`src/rtl/fp_unit_arbiter.sv`:
```
// Round-robin issue stage sharing one fixed-latency pipelined FP unit between NUM_REQ requesters.
// Optional power-save clock gating of the unit and tag pipeline: define FP_ARB_POWER_SAVE_EN.
module fp_unit_arbiter #(
    parameter int unsigned NUM_REQ = 4,
    parameter int unsigned LATENCY = 7,
    parameter int unsigned DATA_W  = 32
) (
    input  logic                      clock,
    input  logic                      reset,
    input  logic [NUM_REQ-1:0]        req,
    input  logic [NUM_REQ*DATA_W-1:0] dataa,
    output logic [NUM_REQ-1:0]        grant,
    output logic [DATA_W-1:0]         unit_dataa,
    output logic                      unit_clk_en,
    input  logic [DATA_W-1:0]         unit_result,
    output logic [DATA_W-1:0]         result,
    output logic [NUM_REQ-1:0]        done
);

    localparam int unsigned IDX_W = $clog2(NUM_REQ);
    localparam logic [IDX_W-1:0] LAST_RST = IDX_W'(NUM_REQ - 1);

    logic [NUM_REQ-1:0]            grant_q, grant_d;
    logic [DATA_W-1:0]             unit_dataa_q, unit_dataa_d;
    logic                          issue_vld_q, issue_vld_d;
    logic [IDX_W-1:0]              issue_tag_q, issue_tag_d;
    logic [IDX_W-1:0]              last_q, last_d;
    logic [LATENCY-1:0]            stg_vld_q, stg_vld_d;
    logic [LATENCY-1:0][IDX_W-1:0] stg_tag_q, stg_tag_d;
    logic [DATA_W-1:0]             result_q, result_d;
    logic [NUM_REQ-1:0]            done_q, done_d;

    logic [NUM_REQ-1:0] cand;
    logic               pick_vld;
    logic [IDX_W-1:0]   pick_idx;
    int unsigned        scan;
    logic               clk_en;

`ifdef FP_ARB_POWER_SAVE_EN
    assign clk_en = issue_vld_q | (|stg_vld_q);
`else
    assign clk_en = 1'b1;
`endif

    // Round-robin pick starting after the last granted index; a requester granted this cycle sits out.
    always_comb begin
        cand     = req & ~grant_q;
        pick_vld = 1'b0;
        pick_idx = last_q;
        scan     = 0;
        for (int unsigned k = 1; k <= NUM_REQ; k++) begin
            scan = (32'(last_q) + k) % NUM_REQ;
            if (!pick_vld && cand[scan[IDX_W-1:0]]) begin
                pick_vld = 1'b1;
                pick_idx = scan[IDX_W-1:0];
            end
        end
    end

    always_comb begin
        grant_d      = '0;
        unit_dataa_d = unit_dataa_q;
        issue_vld_d  = pick_vld;
        issue_tag_d  = pick_idx;
        last_d       = last_q;
        stg_vld_d    = stg_vld_q;
        stg_tag_d    = stg_tag_q;
        result_d     = result_q;
        done_d       = '0;

        if (pick_vld) begin
            grant_d[pick_idx] = 1'b1;
            unit_dataa_d      = dataa[32'(pick_idx) * DATA_W +: DATA_W];
            last_d            = pick_idx;
        end

        // Tag pipeline mirrors the unit's pipeline and only moves when the unit is enabled.
        if (clk_en) begin
            for (int s = int'(LATENCY) - 1; s >= 1; s--) begin
                stg_vld_d[s] = stg_vld_q[s-1];
                stg_tag_d[s] = stg_tag_q[s-1];
            end
            stg_vld_d[0] = issue_vld_q;
            stg_tag_d[0] = issue_tag_q;

            if (stg_vld_q[LATENCY-1]) begin
                done_d[stg_tag_q[LATENCY-1]] = 1'b1;
                result_d                     = unit_result;
            end
        end
    end

    always_ff @(posedge clock) begin
        if (reset) begin
            grant_q      <= '0;
            unit_dataa_q <= '0;
            issue_vld_q  <= 1'b0;
            issue_tag_q  <= '0;
            last_q       <= LAST_RST;
            stg_vld_q    <= '0;
            stg_tag_q    <= '0;
            result_q     <= '0;
            done_q       <= '0;
        end else begin
            grant_q      <= grant_d;
            unit_dataa_q <= unit_dataa_d;
            issue_vld_q  <= issue_vld_d;
            issue_tag_q  <= issue_tag_d;
            last_q       <= last_d;
            stg_vld_q    <= stg_vld_d;
            stg_tag_q    <= stg_tag_d;
            result_q     <= result_d;
            done_q       <= done_d;
        end
    end

    assign grant       = grant_q;
    assign unit_dataa  = unit_dataa_q;
    assign unit_clk_en = clk_en;
    assign result      = result_q;
    assign done        = done_q;

endmodule

```
`config.mk`:
```
export PLATFORM = sky130hd
export DESIGN_NAME = fp_unit_arbiter
export DESIGN_NICKNAME = d
export VERILOG_FILES = /design/src/rtl/fp_unit_arbiter.sv
export SDC_FILE = /design/constraint.sdc
export NUM_CORES = 1
export LEC_CHECK = 0
export ABC_CLOCK_PERIOD_IN_PS = 2700
export CAP_MARGIN = 25
export CORE_MARGIN = 1.5
export CORE_UTILIZATION = 41
export CTS_CLUSTER_DIAMETER = 120
export DETAILED_ROUTE_END_ITERATION = 12
export PLACE_DENSITY = 0.86
export REMOVE_ABC_BUFFERS = 1
export SLEW_MARGIN = 0
export SYNTH_ARGS = -nofsm -noshare
export SYNTH_HDL_FRONTEND = slang
export SYNTH_SLANG_ARGS = --single-unit
export TNS_END_PERCENT = 5
```
`constraint.sdc`:
```
create_clock -name clock -period 2.7 [get_ports clock]
set_clock_uncertainty 0.05 [all_clocks]
set_input_delay 0.54 -clock clock [delete_from_list [all_inputs] [get_ports clock]]
set_output_delay 0.54 -clock clock [all_outputs]
set_load 0.005 [all_outputs]
```
==> impl_results.md, run 1 <==
- Detailed placement HPWL: 9.34 mm
- Worst-margin pin slew: 0.665 ns
- Worst skew pair latency: 0.36 ns
- Pleak: 2.58 nW
- Synth area leaders: dfxtp_1 (48%), mux2i_1 (23%), o221ai_1 (6.8%)
- Total number of vias: 3746
- Area of the multi-input gates: 1880 um^2
- # Max-Cap Violations: 0
- Wire per inst: 16.3 um
- DRC errors left: 0
- Min Tclk post-route: 2.29 ns
- Core Footprint: between 9000 and 10000 um^2
- Max Buffers Root-to-Sink: 2
- CTS tree: done
- Top cell type by total area after synthesis: dfxtp_1
- Reg clk slew, reported paths: 0.10 ns
- Post-CTS Setup Bufs: 0
- Share of layout cells above drive strength 1: under 10%
- Buffers & Inverters on Critical Path: 2
- Final Non-Filler Cells: between 700 and 800
- CTS hold repair buffers: 0
- Power Density: 597 nW/um^2
- Grt total ovfl: 0
- Iteration-0 DRC Markers: between 100 and 150
- Worst Path Required: 2.88 ns
- Syn_area_per_cell: 10.7 um^2
- First-pass DRT Iterations: 6
- Vias in the first global route: 3719
- CP Cell Sequence: clkdlybuf4s50_1 > nor3b_1 > a211oi_1 > o21ai_4 > buf_12 > mux2i_1 > o221ai_1
- Synth cell types: 32
- Setup crit end kind: flip-flop
- CTS Root Cell: clkbuf_8
- Kind of critical path: in2reg
- N_diodes: 0
- Critical path's largest stage delay: 0.53 ns
- Avg Vias per Cell: 5.03
- CP max FO: 70
- Delay-heaviest family, CP: buffers and inverters
- Pin count of the biggest net entering global routing: 71
- DIE HEIGHT: 103 um
- Total Routed Length: roughly 12 mm
- Cells after Synth: between 300 and 400
- Sw frac: between 20% and 30%
- Synth top area share: 47.8%
- Initial antenna violation count: 0
- Arr. time, crit path: 2.47 ns
- Area of the die: 10600 um^2
- Sequential share of the synthesized area: 47.8%
- Clock Sinks: 98
- Final Max Slew Viols: 0
- Initial Util: 42.2%
- Seq cells post-synth: 98
- Post-Syn Area: 4100 um^2
- Sequential cell area: roughly 2000 um^2
- Endpoints failing setup: 0
- Worst Hold Class: reg2reg
- GP Congestion: 0.840
- Tcrit/Tclk final: 85.0%
- Nets: 772
- Fmax: around 0.44 GHz
- Seq pwr share: 42.7%
- Total CTS buffers: 9
- Startpoint Class: primary input
- Slew HR: between 50% and 60%
- Fillers: 785
- Pint: 2.84 mW
- Placed Instances: 728
- Final WS setup: approximately 0.41 ns
- Worst-case vdd ir drop: 0.338 mV
- Clk pwr share: 25.7%
- Antenna Violating Nets Remaining: 0
- I/O pin cnt: 239
- Num rows: 36
- Logic gate share of total power: a little under a third
- Total net switching power: 1.14 mW
- First-pass GRT wire length: 17.9 mm
- Layout area overhead: 62.5%
- Hold Violations, Final: 0
- Htree depth: 3
- GRT Total Usage: 22.2%
- Outcome: finished clean
- RSZ-0062 raised after global routing: false
- # resized after CTS: 0
- Place WS: approximately 0.06 ns
- Die W: 103 um
- Crit path max-delay cell type: clkdlybuf4s50_1
- I/O Buffers: 237
- Synth warn: 0
[cell families after synthesis]
kind of cell / Yosys count / synth area share, %
AO/OA/AOI/OAI: 41 / 8.60
flip-flops: 98 / 47.8
other: 1 / 0.0914
buffers and inverters: 34 / 6.71
AND/OR/NAND/NOR: 112 / 13.4
multiplexers: 96 / 23.4
[cell usage after synthesis]
| cell | instances |
|---|---|
| a211oi_1 | 1 |
| a21o_1 | 1 |
| a21oi_1 | 1 |
| a221o_1 | 1 |
| a311oi_1 | 1 |
| and4b_1 | 1 |
| buf_12 | 6 |
| buf_2 | 7 |
| buf_4 | 1 |
| buf_6 | 5 |
| clkbuf_1 | 12 |
| conb_1 | 1 |
| dfxtp_1 | 98 |
| inv_1 | 3 |
| mux2i_1 | 96 |
| nand2_1 | 35 |
| nand2b_1 | 3 |
| nand2b_4 | 1 |
| nand3_1 | 2 |
| nor2_1 | 37 |
| nor2b_1 | 26 |
| nor2b_2 | 1 |
| nor3b_1 | 1 |
| nor3b_2 | 1 |
| nor4b_1 | 1 |
| nor4bb_1 | 2 |
| o2111ai_1 | 1 |
| o211ai_1 | 1 |
| o21ai_1 | 1 |
| o221ai_1 | 32 |
| o22ai_2 | 1 |
| or2_2 | 1 |
[final timing paths]
check / from / to / slack (ns) / cells past startpoint
setup reg to reg: grant[3] / unit_dataa[2] / 0.71 / 6
hold / removal: stg_tag_d[4] / stg_tag_d[6] / 0.39 / 1
hold reg to reg: stg_tag_d[4] / stg_tag_d[6] / 0.39 / 1
setup / recovery: req[1] / unit_dataa[2] / 0.41 / 7
[flip-flops by register name, summed over array words and instances (netlist names)]
register / flops
grant: 4
last_q: 2
issue_tag_q: 2
stg_tag_d: 12
result: 32
stg_tag_q: 2
done: 4
issue_vld_q: 1
stg_vld_q: 7
unit_dataa: 32
[placed cells by master, fill, tap and decap left out, types with 2 or more instances in the layout]
master / instances
dfxtp_1: 97
clkbuf_8: 10
buf_4: 6
mux2i_1: 96
nand2_1: 35
nor2_1: 36
nand2b_1: 3
inv_6: 2
inv_8: 2
o221ai_1: 32
inv_1: 3
nor4bb_1: 2
nand3_1: 2
nor2b_1: 26
clkdlybuf4s50_1: 236
[layout make-up]
cell class / instances / share of cell area [%]
Clock inverter: 6 / 1.16
Multi-Input combinational cell: 250 / 28.2
Tap cell: 133 / 2.50
Inverter: 3 / 0.169
Clock buffer: 10 / 2.06
Timing Repair Buffer: 244 / 36.5
Sequential cell: 98 / 29.4
[power by group through the flow]
stage                     clock network (mW)  registers (mW)  logic [mW]
after floorplan                            0            1.73       0.681
after global placement                     0            1.72        1.23
after detailed placement                   0            1.73        1.27
after CTS                               1.05            1.70        1.27
after global routing                    1.11            1.72        1.34
final                                   1.02            1.70        1.26
[layer usage]
metal / vias to the layer above / global-route usage (%) / part of all wire, %
li1: 1800 / - / -
met1: 1717 / 22.9 / 37
met2: 201 / 39.2 / 50
met3: 28 / 7.53 / 9.7
met4: 0 / 12.9 / 3.8
met5: - / 0 / 0
[per-stage QoR]
stage               utilization, %  instance area, um^2  hold WS (ns)  total power [mW]  TNS [ns]
global placement              66.3                 6450         0.370              2.96         0
detailed placement            66.3                 6450         0.372              3.00         0
finish                        68.5                 6670         0.391              3.98         0
global route                  68.5                 6670         0.410              4.17         0
CTS                           68.5                 6670         0.397              4.02         0
floorplan                        -                 3840         0.364              2.41   -115.23
Power figures use the tool's default switching activity.
==> run 2: changes to the inputs <==
ABC_CLOCK_PERIOD_IN_PS = 2200   (was 2700)
CORE_UTILIZATION = 38   (was 41)
PLACE_DENSITY = 0.81   (was 0.86)
clock period = 2.2 ns   (was 2.7 ns; I/O delays follow)
==> impl_results.md, run 2 (synthesis gave the netlist of run 1 again) <==
- Outcome: finished clean
- GP Congestion: 0.870 (+3.5%)
- Antenna Violating Nets Remaining: 0 (unchanged)
- Kind of critical path: in2reg
- Worst skew pair latency: 0.35 ns (about the same)
- Initial antenna violation count: 0 (unchanged)
- Num rows: 37 (+2.8%)
- Reg2reg end: unit_dataa[11]
- First-pass GRT wire length: 18.1 mm (+1.3%)
- Initial Util: 39.4% (-2.8 points)
- # resized after CTS: 0 (unchanged)
- Min Tclk post-route: 2.09 ns
- RSZ-0062 raised after global routing: false
- Wire per inst: 15.6 um (-4.0%)
- Clock Sinks: 98 (unchanged)
- Vias in the first global route: 3760 (+1.1%)
- Tcrit/Tclk final: 94.9%
- Most common library cell in the layout ignoring fill and taps: clkdlybuf4s50_1
- Max Buffers Root-to-Sink: 2 (unchanged)
- Detailed placement HPWL: 9.30 mm (-0.50%)
- I/O pin cnt: 239 (unchanged)
- Endpoints failing setup: 0 (unchanged)
- Place WS: -0.261 ns (-0.321 ns)
- Post-CTS Setup Bufs: 0 (unchanged)
- Area of the multi-input gates: 1880 um^2 (unchanged)
- Fillers: 843 (+7.4%)
- RR Startpoint: last_q[0]
- Nets: 788 (+2.1%)
- Pleak: 2.68 nW (+3.7%)
- Arr. time, crit path: 2.26 ns (-0.21 ns)
- Most frequent cells in the layout: clkdlybuf4s50_1 (236), dfxtp_1 (97), mux2i_1 (96)
- Startpoint Class: primary input
- Reg clk slew, reported paths: 0.11 ns (about the same)
- Worst Reg-to-Reg Cells: 7 (+1)
- Share of layout cells above drive strength 1: 7.66% (+2.4 points)
- Hold Violations, Final: 0 (unchanged)
- DIE HEIGHT: 107 um (+3.8%)
- Avg Vias per Cell: 4.87 (-3.2%)
- Setup crit end kind: flip-flop
- Final WS setup: 0.111 ns (-0.294 ns)
- Layout area overhead: 67.1%
- Worst Hold Class: in2reg
- Post-layout util: 65.8% (-2.7 points)
- Pin count of the biggest net entering global routing: 55 (-23%)
- CTS tree: done
- N_diodes: 0 (unchanged)
- Power Density: 726 nW/um^2 (+22%)
- Worst-margin pin slew: 0.544 ns (-0.122 ns)
- CP max FO: 14 (-80%)
- Worst Hold End: issue_tag_q[1]
- Die W: 107 um (+3.8%)
- Worst R2R Setup Slack: 0.29 ns (-0.42 ns)
- Total CTS buffers: 9 (unchanged)
- Total number of vias: 3719 (-0.72%)
- CTS hold repair buffers: 0 (unchanged)
- # Max-Cap Violations: 0 (unchanged)
- Final Max Slew Viols: 0 (unchanged)
- CTS Root Cell: clkbuf_8
- Iteration-0 DRC Markers: 121 (+17%)
- Hold Path Depth: 2 (+1)
- Grt total ovfl: 0 (unchanged)
- I/O Buffers: 237 (unchanged)
- Sequential cell area: 1960 um^2 (unchanged)
- Worst Path Required: 2.37 ns (-0.51 ns)
- Post-Route Hold Slack: 0.335 ns (-0.0565 ns)
- Core Footprint: 10400 um^2 (+7.1%)
- First-pass DRT Iterations: 4 (-2)
- Total Routed Length: 11.9 mm (-1.6%)
- GRT Total Usage: 20.1% (-2.1 points)
- Worst-case vdd ir drop: 0.454 mV (+34%)
- DRC errors left: 0 (unchanged)
- Slew HR: 63.8% (+8.1 points)
- Fmax: 0.479 GHz
- Htree depth: 3 (unchanged)
- Worst min-delay path startpoint: reset
- Area of the die: 11400 um^2 (+7.7%)
==> run 2: cell count changes in the layout (fill, tap and decap cells not counted) <==
cell / before / now
buf_12: 1 / 7
buf_4: 6 / 16
bufinv_16: 1 / 0
clkbuf_8: 10 / 9
clkinv_4: 0 / 1
clkinv_8: 0 / 2
inv_6: 2 / 1
==> run 2: worst max path at each step <==
stage	start	slack (ns)	depth (start not counted)	endpoint
floorplan	req[3]	-3.48	5	unit_dataa[0]
CTS	req[3]	0.11	8	unit_dataa[11]
global placement	req[3]	-0.18	8	unit_dataa[2]
detailed placement	req[3]	-0.26	8	unit_dataa[11]
finish	req[3]	0.11	8	unit_dataa[11]
global route	req[3]	0.0009	8	unit_dataa[11]
==> run 2: report_power, final <==
| part | leakage [nW] | internal (mW) | total (mW) | switching, mW |
|---|---|---|---|---|
| Sequential | 0.802 | 1.98 | 2.09 | 0.111 |
| Combinational | 1.77 | 1.08 | 1.73 | 0.647 |
| Clock | 0.0994 | 0.453 | 1.16 | 0.711 |
| Total | 2.68 | 3.51 | 4.98 | 1.47 |
==> run 2: area by class of cell <==
class,count,area share (%)
repair buffers,260,38.3
multi-input cells,250,27.4
inverters,3,0.164
well taps,136,2.48
flip-flops and latches,98,28.6
clock buffers,9,1.81
clock inverters,7,1.17
==> run 2: worst max-delay path: stages <==
cell and delay [ns]:
clkdlybuf4s50_1 0.43, nor2b_2 0.17, a211oi_1 0.42, o21ai_4 0.12
buf_12 0.17, buf_4 0.18, mux2i_1 0.18, o221ai_1 0.15
==> run 2: metrics by stage <==
step,TNS (ns),instance area [um^2],power (mW),std cells
after floorplan,-130.43,3840,2.96,351
after global placement,-4.08,6650,3.82,747
after detailed placement,-6.09,6650,3.86,747
after CTS,0,6860,5.03,763
after global routing,0,6860,5.22,763
final,0,6860,4.98,763
==> run 2: per-layer routing <==
layer	wire, um	vias to the layer above	track usage [%]	part of all wire, %
li1	-	1827	-	-
met1	4480	1712	21.2	38
met2	6040	168	36.1	51
met3	1250	12	8.81	10
met4	164	0	5.43	1.4
met5	0	-	0	0
==> run 3: changes to the inputs <==
ABC_CLOCK_PERIOD_IN_PS = 2700   (was 2200)
CORE_UTILIZATION = 41   (was 38)
PLACE_DENSITY = 0.86   (was 0.81)
clock period = 2.7 ns   (was 2.2 ns; I/O delays follow)
==> results of run 3 <==
No change in the layout: final DEF, timing and power equal those of run 1.
==> RTL edit 1 (config.mk and constraints of run 1) <==
`LATENCY`: 7 -> 8.
--- a/src/rtl/fp_unit_arbiter.sv
+++ b/src/rtl/fp_unit_arbiter.sv
@@ -2,7 +2,7 @@
 // Optional power-save clock gating of the unit and tag pipeline: define FP_ARB_POWER_SAVE_EN.
 module fp_unit_arbiter #(
     parameter int unsigned NUM_REQ = 4,
-    parameter int unsigned LATENCY = 7,
+    parameter int unsigned LATENCY = 8,
     parameter int unsigned DATA_W  = 32
 ) (
     input  logic                      clock,
Function: changed (Yosys sat finds a counterexample within 10 cycles, from zero or initial values and one cycle with reset high).
==> RTL edit 1 against run 1 <==
Total power rose by 6.2%. Area after synthesis rose by 5.4%. Sequential cell count up 3. Worst setup slack got worse by 120 ps. Register-to-register slack got worse by 110 ps. Design area up 5.8%. Sequential share of layout area down 0.75 points. Critical path depth grew 2. Non-clock buffer count rose by 12. Routed wire length up 0.80%. Synthesized cell count grew 8.6%. Critical endpoint is now unit_dataa[14]. Largest cell class unchanged. Highest routed layer unchanged.
==> RTL edit 1: results (changes against run 1) <==
The maximum fanout count along the critical path is 28 (was 70). The largest incremental delay on the critical path came out at 500 ps (was 530 ps). The proportion of cell area occupied by registers was 0.287 (was 0.294). The number of global-route vias before repair is 3,965 (was 3,719).

The clock buffer and inverter area fraction after layout is 0.0305 (was 0.0323). The total met2 wirelength after detailed routing came out at 6320 um (was 6050 um). The worst voltage drop across the vdd grid is 0.000395 V (was 0.000338 V).

The data-path buffer share of cell area in the final layout was 0.365 (about the same). The DRC violation total after the first TritonRoute iteration came to 139 (was 103). The area of combinational cells with multiple inputs came to 0.00207 mm2 (was 0.00188 mm2). The slew at the pin closest to its max-slew limit is 994 ps (was 665 ps). The met1 layer wirelength in the final routing is 4580 um (was 4430 um).

The average wire length per cell after detail routing is 15.5 um (was 16.3 um). Biggest area contributors in the synthesized netlist: sky130_fd_sc_hd__dfxtp_1 (47%), sky130_fd_sc_hd__mux2i_1 (22%), sky130_fd_sc_hd__a32o_1 (7.4%) (was sky130_fd_sc_hd__dfxtp_1 (48%), sky130_fd_sc_hd__mux2i_1 (23%), sky130_fd_sc_hd__o221ai_1 (6.8%)). The number of multi-input combinational cells in the layout came out at 281 (was 250). The length of routed met3 wiring is 1060 um (was 1180 um). Run status: complete, no violations (unchanged). The internal power is 2.98 mW (was 2.84 mW). The startpoint of the worst hold path is stg_vld_q[1] (was stg_tag_d[4]). The sequential element share of the synthesized area is 0.467 (was 0.478). The launching point of the worst reg2reg path was last_q[0] (was grant[3]). The leakage power of the design is 2.74 nW (was 2.58 nW). Most common library cells after synthesis: sky130_fd_sc_hd__dfxtp_1 (101), sky130_fd_sc_hd__mux2i_1 (97), sky130_fd_sc_hd__nand2_1 (65) (was sky130_fd_sc_hd__dfxtp_1 (98), sky130_fd_sc_hd__mux2i_1 (96), sky130_fd_sc_hd__nor2_1 (37)). The number of signal-net buffers in the layout is 256 (was 244).

The half-perimeter wire length after placement is 9560 um (was 9340 um). The launch point of the worst path is req[3] (was req[1]). The met2 capacity usage during global routing is 0.394 (was 0.392). The fraction of met1 tracks used by global routing was 0.224 (was 0.229).

The synthesized-area fraction occupied by ao, oa, aoi and oai cells was 0.0908 (was 0.0860). The aggregate global-route resource usage was 0.213 (was 0.222). The maximum number of pins on one net before global-route repair is 43 (was 71). The global-route track usage on met3 is 0.0649 (was 0.0753). The count of TritonRoute iterations in the first routing pass is 5 (was 6). The fraction of final layout cells with drive strength greater than 1 is 0.0703 (was 0.0524). The number of different library cells in the post-synthesis netlist came to 31 (was 32).
RTL edit 1: through the flow:
step	setup TNS, ps	setup WS [ps]	cells	cell area [um2]
4_1_cts	0	282	790	7050
3_5_place_dp	-1090	-110	774	6840
5_1_grt	0	127	790	7050
2_1_floorplan	-144620	-3870	382	4070
3_3_place_gp	0	19.9	774	6840
6_report	0	283	790	7050
RTL edit 1: final timing paths:
check | end | slack [ps] | depth (start not counted)
max | unit_dataa[14] | 280 | 9
min reg2reg | stg_vld_q[2] | 390 | 1
min | stg_vld_q[2] | 390 | 1
max reg2reg | unit_dataa[14] | 600 | 8
RTL edit 1: power by group through the flow:
| stage | Sequential, mW | Clock [mW] | Combinational, mW |
|---|---|---|---|
| global placement | 1.75 | 0 | 1.46 |
| detailed placement | 1.76 | 0 | 1.50 |
| finish | 1.73 | 1.00 | 1.50 |
| floorplan | 1.76 | 0 | 0.793 |
| CTS | 1.73 | 1.04 | 1.51 |
| global route | 1.75 | 1.10 | 1.60 |
==> RTL edit 2 (settings of run 1) <==
Without the edit above. `unit_dataa_q` no longer has a reset.
--- a/src/rtl/fp_unit_arbiter.sv
+++ b/src/rtl/fp_unit_arbiter.sv
@@ -93,7 +93,6 @@
     always_ff @(posedge clock) begin
         if (reset) begin
             grant_q      <= '0;
-            unit_dataa_q <= '0;
             issue_vld_q  <= 1'b0;
             issue_tag_q  <= '0;
             last_q       <= LAST_RST;
@@ -103,7 +102,6 @@
             done_q       <= '0;
         end else begin
             grant_q      <= grant_d;
-            unit_dataa_q <= unit_dataa_d;
             issue_vld_q  <= issue_vld_d;
             issue_tag_q  <= issue_tag_d;
             last_q       <= last_d;
@@ -114,6 +112,10 @@
         end
     end
 
+    always_ff @(posedge clock) begin
+        unit_dataa_q <= unit_dataa_d;
+    end
+
     assign grant       = grant_q;
     assign unit_dataa  = unit_dataa_q;
     assign unit_clk_en = clk_en;
Behaviour: not the same (a bounded check fails within 4 cycles, from zero or initial values and one cycle with reset high).
==> RTL edit 2 against run 1 <==
Sequential cell count unchanged. Synthesized cell count decreased by 12%. Total power rose by 6.4%. Area after synthesis rose by 1.7%. Design area is 3.0% higher. Worst setup slack improved by 44 ps. Global-route usage fell by 1.7 points. Routed wire length is 8.3% lower. Critical endpoint is now unit_dataa[25]. Largest cell class unchanged.
==> RTL edit 2: results (changes against run 1) <==
The clock transition at the registers of the reported paths is 100 ps (about the same). The number of synthesized flops with an enable pin came out at 32 (was 0). The largest incremental delay on the critical path is 450 ps (was 530 ps). The fraction of met1 tracks used by global routing is 0.201 (was 0.229).

The hold slack came out at 387 ps (was 391 ps). The setup slack at placement came to 68.5 ps (was 59.8 ps). Run status: complete, no violations (unchanged).

The post-placement cell count is 690 (was 728). The DRC violation total after the first TritonRoute iteration is 108 (was 103). The worst hold-check path type was flop to flop (unchanged). The final cell count without fillers came out at 706 (was 744). The number of diodes is 0 (unchanged). The synthesized instance count came to 336 (was 382). The slew at the pin closest to its max-slew limit is 877 ps (was 665 ps). The total via count after detailed routing came out at 3,408 (was 3,746). The average wire length per cell after detail routing is 15.8 um (was 16.3 um). The arrival time of data at the critical path endpoint came out at 2300 ps (was 2470 ps). The global-route track usage on met3 came out at 0.0627 (was 0.0753). The sequential element share of the synthesized area is 0.547 (was 0.478). The number of different library cells in the post-synthesis netlist came out at 28 (was 32). The launching point of the worst reg2reg path is grant[2] (was grant[3]). The weighted congestion at the end of routability-driven global placement came to 0.777 (was 0.840). The aggregate global-route resource usage came out at 0.205 (was 0.222). The half-perimeter wire length after placement came out at 8710 um (was 9340 um). The fraction of final layout cells with drive strength greater than 1 was 0.0489 (was 0.0524). The number of global-route vias before repair is 3,534 (was 3,719). The leakage power of the design is 2.69 nW (was 2.58 nW).

The share of flip-flops with an asynchronous set or reset after synthesis came out at 0 (unchanged). The maximum fanout count along the critical path is 36 (was 70). The met2 capacity usage during global routing is 0.391 (was 0.392).

The wire length of the first global-routing pass came out at 17,300 um (was 17,900 um). The end of the worst register-to-register path is unit_dataa[25] (was unit_dataa[2]). The worst voltage drop across the vdd grid is 0.000330 V (was 0.000338 V). The setup slack of the worst register-to-register path is 790 ps (was 710 ps). Most common library cells after synthesis: sky130_fd_sc_hd__mux2i_1 (128), sky130_fd_sc_hd__dfxtp_1 (66), sky130_fd_sc_hd__nor2_1 (36) (was sky130_fd_sc_hd__dfxtp_1 (98), sky130_fd_sc_hd__mux2i_1 (96), sky130_fd_sc_hd__nor2_1 (37)).

The endpoint of the worst hold-timing path is stg_tag_d[2] (was stg_tag_d[6]). The count of TritonRoute iterations in the first routing pass is 4 (was 6). Biggest area contributors in the synthesized netlist: sky130_fd_sc_hd__dfxtp_1 (32%), sky130_fd_sc_hd__mux2i_1 (31%), sky130_fd_sc_hd__edfxtp_1 (23%) (was sky130_fd_sc_hd__dfxtp_1 (48%), sky130_fd_sc_hd__mux2i_1 (23%), sky130_fd_sc_hd__o221ai_1 (6.8%)). The maximum number of pins on one net before global-route repair is 39 (was 71). The startpoint of the worst hold path is issue_tag_q[0] (was stg_tag_d[4]).

The switching share of power is 0.267 (was 0.287). The net count of the finished layout is 734 (was 772).
RTL edit 2: cells by family after synthesis:
| group | count (synthesis) | share of synthesized area |
|---|---|---|
| AOI/OAI and AO/OA | 5 | 0.00780 |
| buffers and inverters | 24 | 0.0342 |
| DFF | 98 | 0.547 |
| muxes | 129 | 0.312 |
| other | 1 | 0.000899 |
| and+or+nand+nor | 79 | 0.0978 |
RTL edit 2: area by class of cell:
| class | count | area [um2] |
|---|---|---|
| Fill cell | 731 | 2950 |
| Clock inverter | 7 | 73.8 |
| Multi-Input combinational cell | 214 | 1750 |
| Timing Repair Buffer | 243 | 2460 |
| Tap cell | 133 | 166 |
| Sequential cell | 98 | 2280 |
| Inverter | 2 | 7.51 |
| Clock buffer | 9 | 124 |
RTL edit 2: worst max path at each step:
stage	slack [ps]	to	from
floorplan	-1140	unit_dataa[0]	req[2]
global placement	170	unit_dataa[20]	req[2]
detailed placement	70	unit_dataa[25]	req[2]
CTS	450	unit_dataa[25]	req[2]
global route	340	unit_dataa[25]	req[2]
finish	450	unit_dataa[25]	req[2]
RTL edit 2: per-layer routing:
layer	routed length, um	vias to the layer above
met4	314	0
met1	3940	1574
met3	972	20
met2	5900	169
li1	-	1645
met5	0	-
RTL edit 2: per-stage QoR:
step,util,power [mW],cell area [um2],TNS [ps]
after floorplan,-,2.57,4040,-42920
after global routing,0.700,4.43,6870,0
after CTS,0.700,4.29,6870,0
after global placement,0.680,3.30,6670,0
after detailed placement,0.680,3.34,6670,0
final,0.700,4.24,6870,0
RTL edit 2: power by group through the flow:
stage	Clock, mW	Sequential, mW	Combinational, mW
after floorplan	0	1.91	0.660
after global placement	0	1.88	1.42
after detailed placement	0	1.89	1.45
after CTS	0.975	1.85	1.46
after global routing	1.03	1.87	1.53
final	0.944	1.85	1.44
